--- config.mk ---
export PLATFORM = sky130hd
export DESIGN_NAME = uart_tx_stream
export DESIGN_NICKNAME = d
export VERILOG_FILES = /design/src/rtl/uart_pkg.sv /design/src/rtl/uart_sync_fifo.sv /design/src/rtl/uart_tx_stream.sv
export SDC_FILE = /design/constraint.sdc
export NUM_CORES = 1
export LEC_CHECK = 0
export CAP_MARGIN = 20
export CORE_MARGIN = 2
export CORE_UTILIZATION = 50
export CTS_CLUSTER_SIZE = 25
export DETAILED_ROUTE_END_ITERATION = 8
export PLACE_DENSITY = 0.71
export SLEW_MARGIN = 10
export SYNTH_ARGS = -nofsm -noshare
export SYNTH_HDL_FRONTEND = slang
export SYNTH_SLANG_ARGS = --single-unit
--- constraint.sdc ---
create_clock -name clk -period 5.15 [get_ports clk]
set_input_delay 0.515 -clock clk [delete_from_list [all_inputs] [get_ports clk]]
set_output_delay 0.515 -clock clk [all_outputs]
set_load 0.01 [all_outputs]
--- src/rtl/uart_pkg.sv ---
// ----------------------------------------------------------------------------
// uart_pkg
//   Shared definitions for the UART blocks: parity mode encodings, the
//   transmitter FSM state type and a small parity-mode helper.
// ----------------------------------------------------------------------------
package uart_pkg;

    // parity_mode encodings; 2'b11 is reserved and behaves as PAR_NONE
    localparam logic [1:0] PAR_NONE = 2'b00;
    localparam logic [1:0] PAR_EVEN = 2'b01;
    localparam logic [1:0] PAR_ODD  = 2'b10;

    typedef enum logic [2:0] {
        ST_IDLE,
        ST_START,
        ST_DATA,
        ST_PARITY,
        ST_STOP
    } tx_state_t;

    // True when the mode inserts a parity bit into the frame
    function automatic logic parity_enabled(input logic [1:0] mode);
        return (mode == PAR_EVEN) || (mode == PAR_ODD);
    endfunction

endpackage

--- src/rtl/uart_sync_fifo.sv ---
// ----------------------------------------------------------------------------
// uart_sync_fifo
//   Single-clock FIFO with registered storage and occupancy count. The head
//   word is visible on pop_data whenever empty is low (show-ahead).
//   Requests are guarded internally: a push while full or a pop while empty
//   is ignored. A full FIFO refuses a push even when a pop happens in the
//   same cycle, so full alone decides acceptance.
// Ports
//   clk       in   clock
//   reset     in   synchronous, active-high; flushes the FIFO
//   push      in   write request
//   push_data in   WIDTH  word to write
//   pop       in   read request (consumes the head word)
//   pop_data  out  WIDTH  head word
//   full      out  count == DEPTH
//   empty     out  count == 0
//   count     out  $clog2(DEPTH)+1  words stored
// ----------------------------------------------------------------------------
module uart_sync_fifo #(
    parameter int WIDTH = 8,
    parameter int DEPTH = 16
) (
    input  logic                     clk,
    input  logic                     reset,
    input  logic                     push,
    input  logic [WIDTH-1:0]         push_data,
    input  logic                     pop,
    output logic [WIDTH-1:0]         pop_data,
    output logic                     full,
    output logic                     empty,
    output logic [$clog2(DEPTH):0]   count
);

    localparam int PTR_W = $clog2(DEPTH);

    logic [WIDTH-1:0] mem [DEPTH];
    logic [PTR_W-1:0] wr_ptr;
    logic [PTR_W-1:0] rd_ptr;
    logic             do_push;
    logic             do_pop;

    assign full     = (count == (PTR_W+1)'(DEPTH));
    assign empty    = (count == '0);
    assign do_push  = push && !full;
    assign do_pop   = pop && !empty;
    assign pop_data = mem[rd_ptr];

    // Pointers wrap naturally because DEPTH is a power of two; count tells
    // full apart from empty when the pointers are equal.
    // NOTE: sequential state is always assigned with <= so every register
    // samples its inputs from before the edge, independent of block order.
    always_ff @(posedge clk) begin
        if (reset) begin
            wr_ptr <= '0;
            rd_ptr <= '0;
            count  <= '0;
        end else begin
            if (do_push) wr_ptr <= wr_ptr + PTR_W'(1);
            if (do_pop)  rd_ptr <= rd_ptr + PTR_W'(1);
            case ({do_push, do_pop})
                2'b10:   count <= count + (PTR_W+1)'(1);
                2'b01:   count <= count - (PTR_W+1)'(1);
                default: count <= count;
            endcase
        end
    end

    // NOTE: the storage array is deliberately not reset; stale entries are
    // unreachable once the pointers and count are cleared, and leaving the
    // array out of reset lets it map onto plain RAM.
    always_ff @(posedge clk) begin
        if (do_push) mem[wr_ptr] <= push_data;
    end

endmodule

--- src/rtl/uart_tx_stream.sv ---
// ----------------------------------------------------------------------------
// uart_tx_stream
//   UART transmitter fed by a valid/ready port through an input FIFO.
//   Frames: start bit, DATA_BITS data bits LSB first, optional parity bit,
//   STOP_BITS stop bits; each bit lasts CLKS_PER_BIT clocks. Queued words
//   are sent back-to-back with no idle gap. tx is a register, so there is
//   no combinational path from the input port to the line.
// Ports
//   clk          in   clock
//   reset        in   synchronous, active-high; aborts any frame in flight
//   s_data       in   DATA_BITS  word to transmit
//   s_valid      in   s_data valid
//   s_ready      out  FIFO can accept (= !full)
//   parity_mode  in   2  00 none, 01 even, 10 odd, 11 none; latched per frame
//   tx           out  serial line, idle high
//   busy         out  frame in progress or FIFO non-empty
//   fifo_count   out  $clog2(FIFO_DEPTH)+1  words queued
// ----------------------------------------------------------------------------
module uart_tx_stream
    import uart_pkg::*;
#(
    parameter int CLKS_PER_BIT = 868,
    parameter int DATA_BITS    = 8,
    parameter int STOP_BITS    = 1,
    parameter int FIFO_DEPTH   = 16
) (
    input  logic                         clk,
    input  logic                         reset,
    input  logic [DATA_BITS-1:0]         s_data,
    input  logic                         s_valid,
    output logic                         s_ready,
    input  logic [1:0]                   parity_mode,
    output logic                         tx,
    output logic                         busy,
    output logic [$clog2(FIFO_DEPTH):0]  fifo_count
);

    if (CLKS_PER_BIT < 2) begin : g_bad_clks
        $error("uart_tx_stream: CLKS_PER_BIT must be >= 2");
    end
    if (DATA_BITS < 5 || DATA_BITS > 9) begin : g_bad_data
        $error("uart_tx_stream: DATA_BITS must be in 5..9");
    end
    if (STOP_BITS != 1 && STOP_BITS != 2) begin : g_bad_stop
        $error("uart_tx_stream: STOP_BITS must be 1 or 2");
    end
    if (FIFO_DEPTH < 2 || (FIFO_DEPTH & (FIFO_DEPTH - 1)) != 0) begin : g_bad_depth
        $error("uart_tx_stream: FIFO_DEPTH must be a power of two >= 2");
    end

    localparam int CNT_W = $clog2(CLKS_PER_BIT);
    localparam int BIT_W = $clog2(DATA_BITS);

    localparam logic [CNT_W-1:0] LAST_TICK = CNT_W'(CLKS_PER_BIT - 1);
    localparam logic [BIT_W-1:0] LAST_DATA = BIT_W'(DATA_BITS - 1);
    localparam logic [BIT_W-1:0] LAST_STOP = BIT_W'(STOP_BITS - 1);

    // FIFO interface
    logic                 fifo_full;
    logic                 fifo_empty;
    logic [DATA_BITS-1:0] fifo_head;
    logic                 frame_load;

    uart_sync_fifo #(
        .WIDTH (DATA_BITS),
        .DEPTH (FIFO_DEPTH)
    ) u_fifo (
        .clk       (clk),
        .reset     (reset),
        .push      (s_valid),
        .push_data (s_data),
        .pop       (frame_load),
        .pop_data  (fifo_head),
        .full      (fifo_full),
        .empty     (fifo_empty),
        .count     (fifo_count)
    );

    // Transmit state
    tx_state_t            state,   state_next;
    logic                 tx_q,    tx_next;
    logic [CNT_W-1:0]     baud_q,  baud_next;
    logic [BIT_W-1:0]     bit_q,   bit_next;    // data index, then stop index
    logic [DATA_BITS-1:0] shift_q, shift_next;
    logic                 par_en_q,  par_en_next;
    logic                 par_bit_q, par_bit_next;
    logic                 baud_wrap;

    assign baud_wrap = (baud_q == LAST_TICK);

    always_ff @(posedge clk) begin
        if (reset) begin
            state     <= ST_IDLE;
            tx_q      <= 1'b1;
            baud_q    <= '0;
            bit_q     <= '0;
            shift_q   <= '0;
            par_en_q  <= 1'b0;
            par_bit_q <= 1'b0;
        end else begin
            state     <= state_next;
            tx_q      <= tx_next;
            baud_q    <= baud_next;
            bit_q     <= bit_next;
            shift_q   <= shift_next;
            par_en_q  <= par_en_next;
            par_bit_q <= par_bit_next;
        end
    end

    // tx_next is the value the line takes for the next bit, so the line
    // changes on the same edge the FSM advances.
    // NOTE: every signal written here gets a default first; a path that
    // left one unassigned would infer a latch.
    always_comb begin
        state_next   = state;
        tx_next      = tx_q;
        baud_next    = baud_q;
        bit_next     = bit_q;
        shift_next   = shift_q;
        par_en_next  = par_en_q;
        par_bit_next = par_bit_q;
        frame_load   = 1'b0;

        if (state != ST_IDLE) begin
            baud_next = baud_wrap ? '0 : baud_q + CNT_W'(1);
        end

        case (state)
            ST_IDLE: begin
                tx_next    = 1'b1;
                frame_load = !fifo_empty;
            end
            ST_START: begin
                if (baud_wrap) begin
                    state_next = ST_DATA;
                    bit_next   = '0;
                    tx_next    = shift_q[0];
                    shift_next = shift_q >> 1;
                end
            end
            ST_DATA: begin
                if (baud_wrap) begin
                    if (bit_q == LAST_DATA) begin
                        bit_next = '0;
                        if (par_en_q) begin
                            state_next = ST_PARITY;
                            tx_next    = par_bit_q;
                        end else begin
                            state_next = ST_STOP;
                            tx_next    = 1'b1;
                        end
                    end else begin
                        bit_next   = bit_q + BIT_W'(1);
                        tx_next    = shift_q[0];
                        shift_next = shift_q >> 1;
                    end
                end
            end
            ST_PARITY: begin
                if (baud_wrap) begin
                    state_next = ST_STOP;
                    bit_next   = '0;
                    tx_next    = 1'b1;
                end
            end
            ST_STOP: begin
                if (baud_wrap) begin
                    if (bit_q == LAST_STOP) begin
                        // Chain straight into the next start bit when a word waits
                        if (!fifo_empty) frame_load = 1'b1;
                        else             state_next = ST_IDLE;
                    end else begin
                        bit_next = bit_q + BIT_W'(1);
                    end
                end
            end
            default: begin
                state_next = ST_IDLE;
                tx_next    = 1'b1;
            end
        endcase

        // Frame setup: pop the head word and freeze parity for this frame
        if (frame_load) begin
            state_next   = ST_START;
            tx_next      = 1'b0;
            baud_next    = '0;
            bit_next     = '0;
            shift_next   = fifo_head;
            par_en_next  = parity_enabled(parity_mode);
            par_bit_next = (parity_mode == PAR_ODD) ? ~^fifo_head : ^fifo_head;
        end
    end

    assign tx      = tx_q;
    assign s_ready = !fifo_full;
    assign busy    = (state != ST_IDLE) || (fifo_count != '0);

endmodule
==> results.md <==
* Area contributors post-synth: edfxtp_1 53%, dfxtp_1 12%, mux4_1 6.5%
* RSZ-0062 raised after global routing: false
* Die X at 125.0 µm
* Initial Util at 0.5075
* Peak supply drop at 0.3219 mV
* Die Ht at 125.0 µm
* Layout cells sized above 1 at 0.1189
* WL met3 at 500 µm
* Initial antenna violation count at 0
* Antenna Cells at 0
* Pwr Density at 494.6 nW/µm²
* Worst Hold Class: reg -> reg
* Hold Startpoint: par_bit_q
* Vias/cell at 5.689
* Post-synthesis compound-gate area fraction at 0.04803
* Post-Syn Area at 7320 µm²
* Met2 WL post-DR at 6787 µm
* Routed length on met1 at 6250 µm
* Reg2reg start: baud_q[3]
* Die area at 15620 µm²
* Synth Area in XOR/XNOR at 0.03573
* Part of the Yosys area used for sequential elements at 0.6455
* Maximum clock rate at 0.2542 GHz
* Worst skew pair latency at 0.44 ns
* DP HPWL at 8744 µm
* Total power at 4.088 mW
* Drt pass-1 iters at 5
* Net Sw Power at 1.238 mW
* Total I/O pin count at 21
* Yosys warns at 0
* Worst Setup SP: baud_q[3]
* Post-synth cell types at 50
* Vias in the first global route at 3998
* Total number of vias at 4062
* CTS tree: yes
* Clock H-tree levels at 4
* Crit path DAT at 4.25 ns
* Total global routing overflow at 0
* Leak at 2.794 nW
* Main combinational cell family by area after synthesis: multiplexers
* Most common cell in the netlist: edfxtp_1
* DRC errors left at 0
* Clk pwr share at 0.318
* Post-CTS setup buffers at 0
* GRT Total Usage at 0.1851
* Worst-path clk slew at 0.07 ns
* Routed Antenna Nets at 0
* Largest net degree at the start of global routing at 33
* Synth Area in Adders at 0.02222
* Tcrit/Tclk final at 0.7639
* Syn nets at 523
* Clk root buf: clkbuf_16
* Crit Path Class: reg -> reg
* Rel. slew slack at 0.3515
* Worst-Margin Slew at 0.9669 ns
* Nets at 543
* Uppermost routed layer: met4
* Mean Syn Cell Area at 14.73 µm²
* Outcome: finished, final reports clean
* Post-synthesis mux area share at 0.1241
* Post-Synth Simple-Gate Area at 0.09538
* Yosys top cell area share at 0.5251
* Power share of the combinational group at 0.265
* DRT Wirelength at 13690 µm
* CTS max path bufs at 2
* Main synth FF type: edfxtp_1
* Fin Clk Skew at 0.01352 ns
* Seq pwr share at 0.417
* Max-cap violation count at 0
* Sw frac at 0.3028
* GP Congestion at 0.7921
* WL/cell at 19.18 µm
* Top cells by instance count after synthesis: 128 x edfxtp_1, 65 x nor2_1, 44 x dfxtp_1, 39 x nand2_1
* Final hold vios at 0
* Post-synth EDFFs at 128
* First-pass GRT wire length at 21920 µm
* CP startpoint kind: flop
* Post-Syn Instances at 497
* Num CTS Buffers at 17
* Crit end category: flop
* Cell taking the most area after synthesis: edfxtp_1
* Pint at 2.851 mW
* CP Max Fanout at 18
* Post-CTS Hold Fix Bufs at 0
* Layout area overhead at 12.92%
* FFs w/ async S/R, synth at 0
* Core box area at 14420 µm²
* CTS resizes at 0
* Tmin final at 3.934 ns
* Final setup vio count at 0
* Post-Route Setup TNS at 0 ns
* Worst endpoint required time at 5.47 ns
* Cell Rows at 44
* I/O Buffers at 20
* Synth Register Bits at 172
* Final max-slew violation count at 0
* Util after Layout at 0.5730
* Number of DRC markers in iteration 0 at 288
* Clock sink count at 172
==> power by group through the flow <==
stage	sequential, mW	clock, mW	combinational, mW
after floorplan	1.67	0	0.893
after global placement	1.76	0	1.01
after detailed placement	1.77	0	1.03
after CTS	1.74	1.32	1.04
after global routing	1.72	1.37	1.19
final	1.70	1.30	1.08
==> worst paths after layout <==
path | cells after the start | to | slack [ns]
max | 13 | u_fifo.count[4] | 1.22
min | 2 | par_bit_q | 0.45
max reg2reg | 13 | u_fifo.count[4] | 1.22
min reg2reg | 2 | par_bit_q | 0.45
==> state kept, by name, summed over array words and instances, names as in the netlist, 3 cells and up, named ones only <==
signal	count
u_fifo.mem	128
u_fifo.wr_ptr	4
shift_q	8
u_fifo.rd_ptr	4
baud_q	10
state	3
u_fifo.count	5
bit_q	3
==> cell usage in the layout (no fill, tap or decap), types with 3 or more instances in the layout <==
cell             netlist  final
and3_1                 5      5
o21ai_0               10     10
a21oi_1               16     16
inv_1                 10     10
dfxtp_1               44     42
clkdlybuf4s50_1        0     20
a22oi_1                5      5
inv_6                  0      5
mux4_2                18     18
nand2b_1               7      7
xor2_1                18     18
ha_1                  13     13
nand3_1               17     17
edfxtp_1             128    128
nand4_1                4      4
mux2i_1                3      3
or3_1                  3      3
clkbuf_16              0     17
a311oi_1               7      7
nor2_1                65     65
buf_4                  2      6
inv_8                  0      3
nor2b_1                4      4
mux4_1                18     18
nand2_1               39     39
xnor2_1                4      4
nor3_1                 8      8
==> critical path, stage by stage (launching register included) <==
cell	delay, ns
dfxtp_1	0.35
or3_1	0.42
o41ai_1	0.68
nand3_1	0.16
buf_4	0.23
clkinv_1	0.29
ha_1	0.39
ha_1	0.33
and3_1	0.20
a31o_2	0.24
a221oi_1	0.23
nand3_1	0.12
xor2_1	0.14
nor2_1	0.05
==> kinds of logic (layout without fill, tap and decap cells) <==
group,count (synthesis),count (layout)
fa+ha+maj,13,13
mux,39,39
xor+xnor,25,25
buf+inv,38,71
flops,172,172
simple gates,157,157
compound gates,53,53
==> routing by layer <==
metal | up-vias | global-route usage
met3 | 13 | 0.04792
met1 | 2014 | 0.2421
met4 | 0 | 0.05817
met2 | 104 | 0.3069
met5 | - | 0
li1 | 1931 | -
==> final cells by class <==
cell class	count	area, µm²
Fill cell	1110	6158
Sequential cell	172	4727
Multi-Input combinational cell	287	2382
Clock buffer	17	425.4
Timing Repair Buffer	28	280.3
Tap cell	184	230.2
Clock inverter	15	178.9
Inverter	11	41.29
==> stage by stage <==
step | cell area (µm²) | setup WS [ns] | hold WS [ns] | instances
floorplan | 7320 | 1.960 | 0.4266 | 497
global placement | 7626 | 1.337 | 0.4381 | 680
detailed placement | 7626 | 1.180 | 0.4430 | 680
CTS | 8230 | 1.163 | 0.4511 | 712
global route | 8265 | 0.9333 | 0.4788 | 714
finish | 8265 | 1.216 | 0.4521 | 714
Note: power is estimated with default switching activity, not from simulation.
==> edit (config.mk and constraints unchanged) <==
The parameter `CLKS_PER_BIT` goes from 868 to 217.
--- a/src/rtl/uart_tx_stream.sv
+++ b/src/rtl/uart_tx_stream.sv
@@ -21,3 +21,3 @@
 #(
-    parameter int CLKS_PER_BIT = 868,
+    parameter int CLKS_PER_BIT = 217,
     parameter int DATA_BITS    = 8,
Check against the original RTL: no difference found for any inputs over 10 cycles, from zero or initial values and one cycle with reset high; that may be too few to reach the edited logic, so the function may still have changed.
==> edit against the original RTL <==
- first-iteration DRC count up 32%
- via count down 1.9%
- sequential share of layout area up 0.46 points
- sequential cell count down 2
- final cell count down 2.7%
- synthesized area down 1.7%
- clock power down 3%
- cell area down 1.7%
- worst setup slack better by 220 ps
- routed wire length down 3.1%
- power down 2.6%
- die area down 1.6%
- highest routed layer unchanged
==> edit: results (changes against the original RTL) <==
INFO  outcome        result_of_the_run=finished clean
INFO  global_routing grt_pass1_wl=21,400µm [-2.2%]
INFO  critical_path  ff2ff_path_depth=12 [-1]
INFO  synth          synth_largest_type_area_fraction=53.4% [+0.90 points]
INFO  cells_and_area clk_share=7.24% [-0.076 points]
INFO  sta            slew_at_the_pin_with_the_worst_max_slew_slack=990ps [+23.2 ps]
INFO  power          switching_power=1.16mW [-6.3%]
INFO  global_routing grt_max_degree=33 [unchanged]
INFO  synth          yosys-top-cells-count=edfxtp_1, nor2_1, dfxtp_1
INFO  power          vdd_drop_max=0.407mV [+26%]
INFO  synth          synth.yosys.seq_area_share=65.1% [+0.55 points]
INFO  cells_and_area final.fill_count=1,063 [-4.2%]
INFO  cells_and_area layout.non_clock_inverters=12 [+1]
INFO  global_routing grt_util_all_layers=19.2% [+0.65 points]
INFO  routing        dr_total_vias=3,985 [-1.9%]
INFO  cells_and_area proportion_of_layout_cells_with_a_drive_suffix_above_1=15.0% [+3.1 points]
INFO  cells_and_area antenna_cells=0 [unchanged]
INFO  critical_path  critical_path.slowest_cell=nand2b_1
INFO  routing        totalWireLength=13,300µm [-3.1%]
INFO  placed_design  placed_wire_length_estimate_after_detailed_placement=8690µm [-0.58%]
INFO  synth          yosys-mux-area-fraction=12.7% [+0.30 points]
INFO  critical_path  max_stage_delay=480ps [-200 ps]
INFO  cells_and_area final_nets=530 [-2.4%]
INFO  cells_and_area registers_with_the_most_flip_flops=u_fifo.mem: 128 flops, baud_q: 8 flops, shift_q: 8 flops
INFO  cts            clock_insertion_delay_worst_skew=430ps
INFO  cts            cts.reportedPaths.clkPinSlew=60ps
INFO  cells_and_area nNonClkBuffers=28 [unchanged]
INFO  cts            htree_num_levels=4 [unchanged]
INFO  synth          synthesis.yosys.warnings=0 [unchanged]
INFO  cells_and_area final-seq-area=4690µm² [-0.87%]
INFO  placed_design  routability_congestion_estimate_from_global_placement=0.798 [+0.71%]
INFO  synth          xor_and_xnor_area_share_after_synthesis=3.48% [-0.095 points]
INFO  global_routing first_global_vias=4,063 [+1.6%]
INFO  cells_and_area buffer_area_share=3.29% [-0.097 points]
INFO  power          comb_power_share=25.8% [-0.7 points]
INFO  cells_and_area flops_and_latches=170 [-1.2%]
INFO  cells_and_area multi_input_cells=274 [-4.5%]
INFO  cts            cts_resized=0 [unchanged]
INFO  synth          synth_edf_count=128 [unchanged]
INFO  synth          synth_top_cells_by_area=edfxtp_1, dfxtp_1, mux4_2
INFO  synth          postSynthNetCount=509 [-2.7%]
INFO  min_path       hold_class=reg2reg
INFO  power          leakage=2.72nW [-2.5%]
INFO  sta            finalHoldViolations=0 [unchanged]
INFO  sta            clock_skew=10.0ps [-3.48 ps]
INFO  routing        drt-pass1-iter-count=5 [unchanged]
INFO  cells_and_area multi_input_area_share=28.5% [-0.33 points]
INFO  synth          synth-compound-area-share=4.66% [-0.14 points]
INFO  routing        drt_iter0_drc=379 [+32%]
INFO  synth          netlist-cell-type-count=49 [-2.0%]
INFO  critical_path  worstPathArrival=4010ps [-240 ps]
INFO  synth          post_synth_fa_ha_maj_area_fraction=2.43% [+0.21 points]
edit: cell count changes in the layout (fill, tap and decap cells not counted), moves of 3 or more:
cell      delta
mux4_2      +15
xor2_1       -5
nor2_1       -9
nand2_1     -13
a211oi_1     +7
o21ai_1      +7
nand3_1      -5
mux2i_1      +4
inv_8        -3
inv_2        +3
a311oi_1     -7
mux4_1      -15
edit: path summary, 6_finish.rpt:
kind / from / endpoint / slack [ps]
setup / recovery: baud_q[2] / u_fifo.count[4] / 1430
hold / removal: shift_q[7] / shift_q[7] / 470
setup reg to reg: baud_q[2] / u_fifo.count[4] / 1430
hold reg to reg: shift_q[7] / shift_q[7] / 470
edit: per-layer routing:
metal	global-route usage, %	share of wire [%]
met1	24.6	44
met2	31.9	49
met3	5.08	5.3
met4	6.32	1.6
met5	0	0
edit: worst max-delay path, delay by kind of cell, from the launching register on:
kind                     cells  cell delay, ps
AND/OR/NAND/NOR              3             970
AO/OA/AOI/OAI                4             900
adder cells (fa/ha/maj)      2             660
buffers and inverters        1             380
flip-flops                   1             340
XOR/XNOR                     2             340
edit: cells by family after synthesis:
group / count (synthesis)
multiplexers: 45
adder cells (fa/ha/maj): 14
buffers and inverters: 38
AND/OR/NAND/NOR: 137
AO/OA/AOI/OAI: 55
XOR/XNOR: 23
flip-flops: 170
edit: per-stage QoR:
stage	cell area, µm²	power (mW)	setup slack, ps	instances	hold WS [ps]
2_1_floorplan	7200	2.54	1870	482	444
3_3_place_gp	7520	2.73	1550	663	456
3_5_place_dp	7520	2.75	1430	663	461
4_1_cts	8110	4.01	1420	694	470
5_1_grt	8130	4.19	1130	695	495
6_report	8130	3.98	1430	695	471
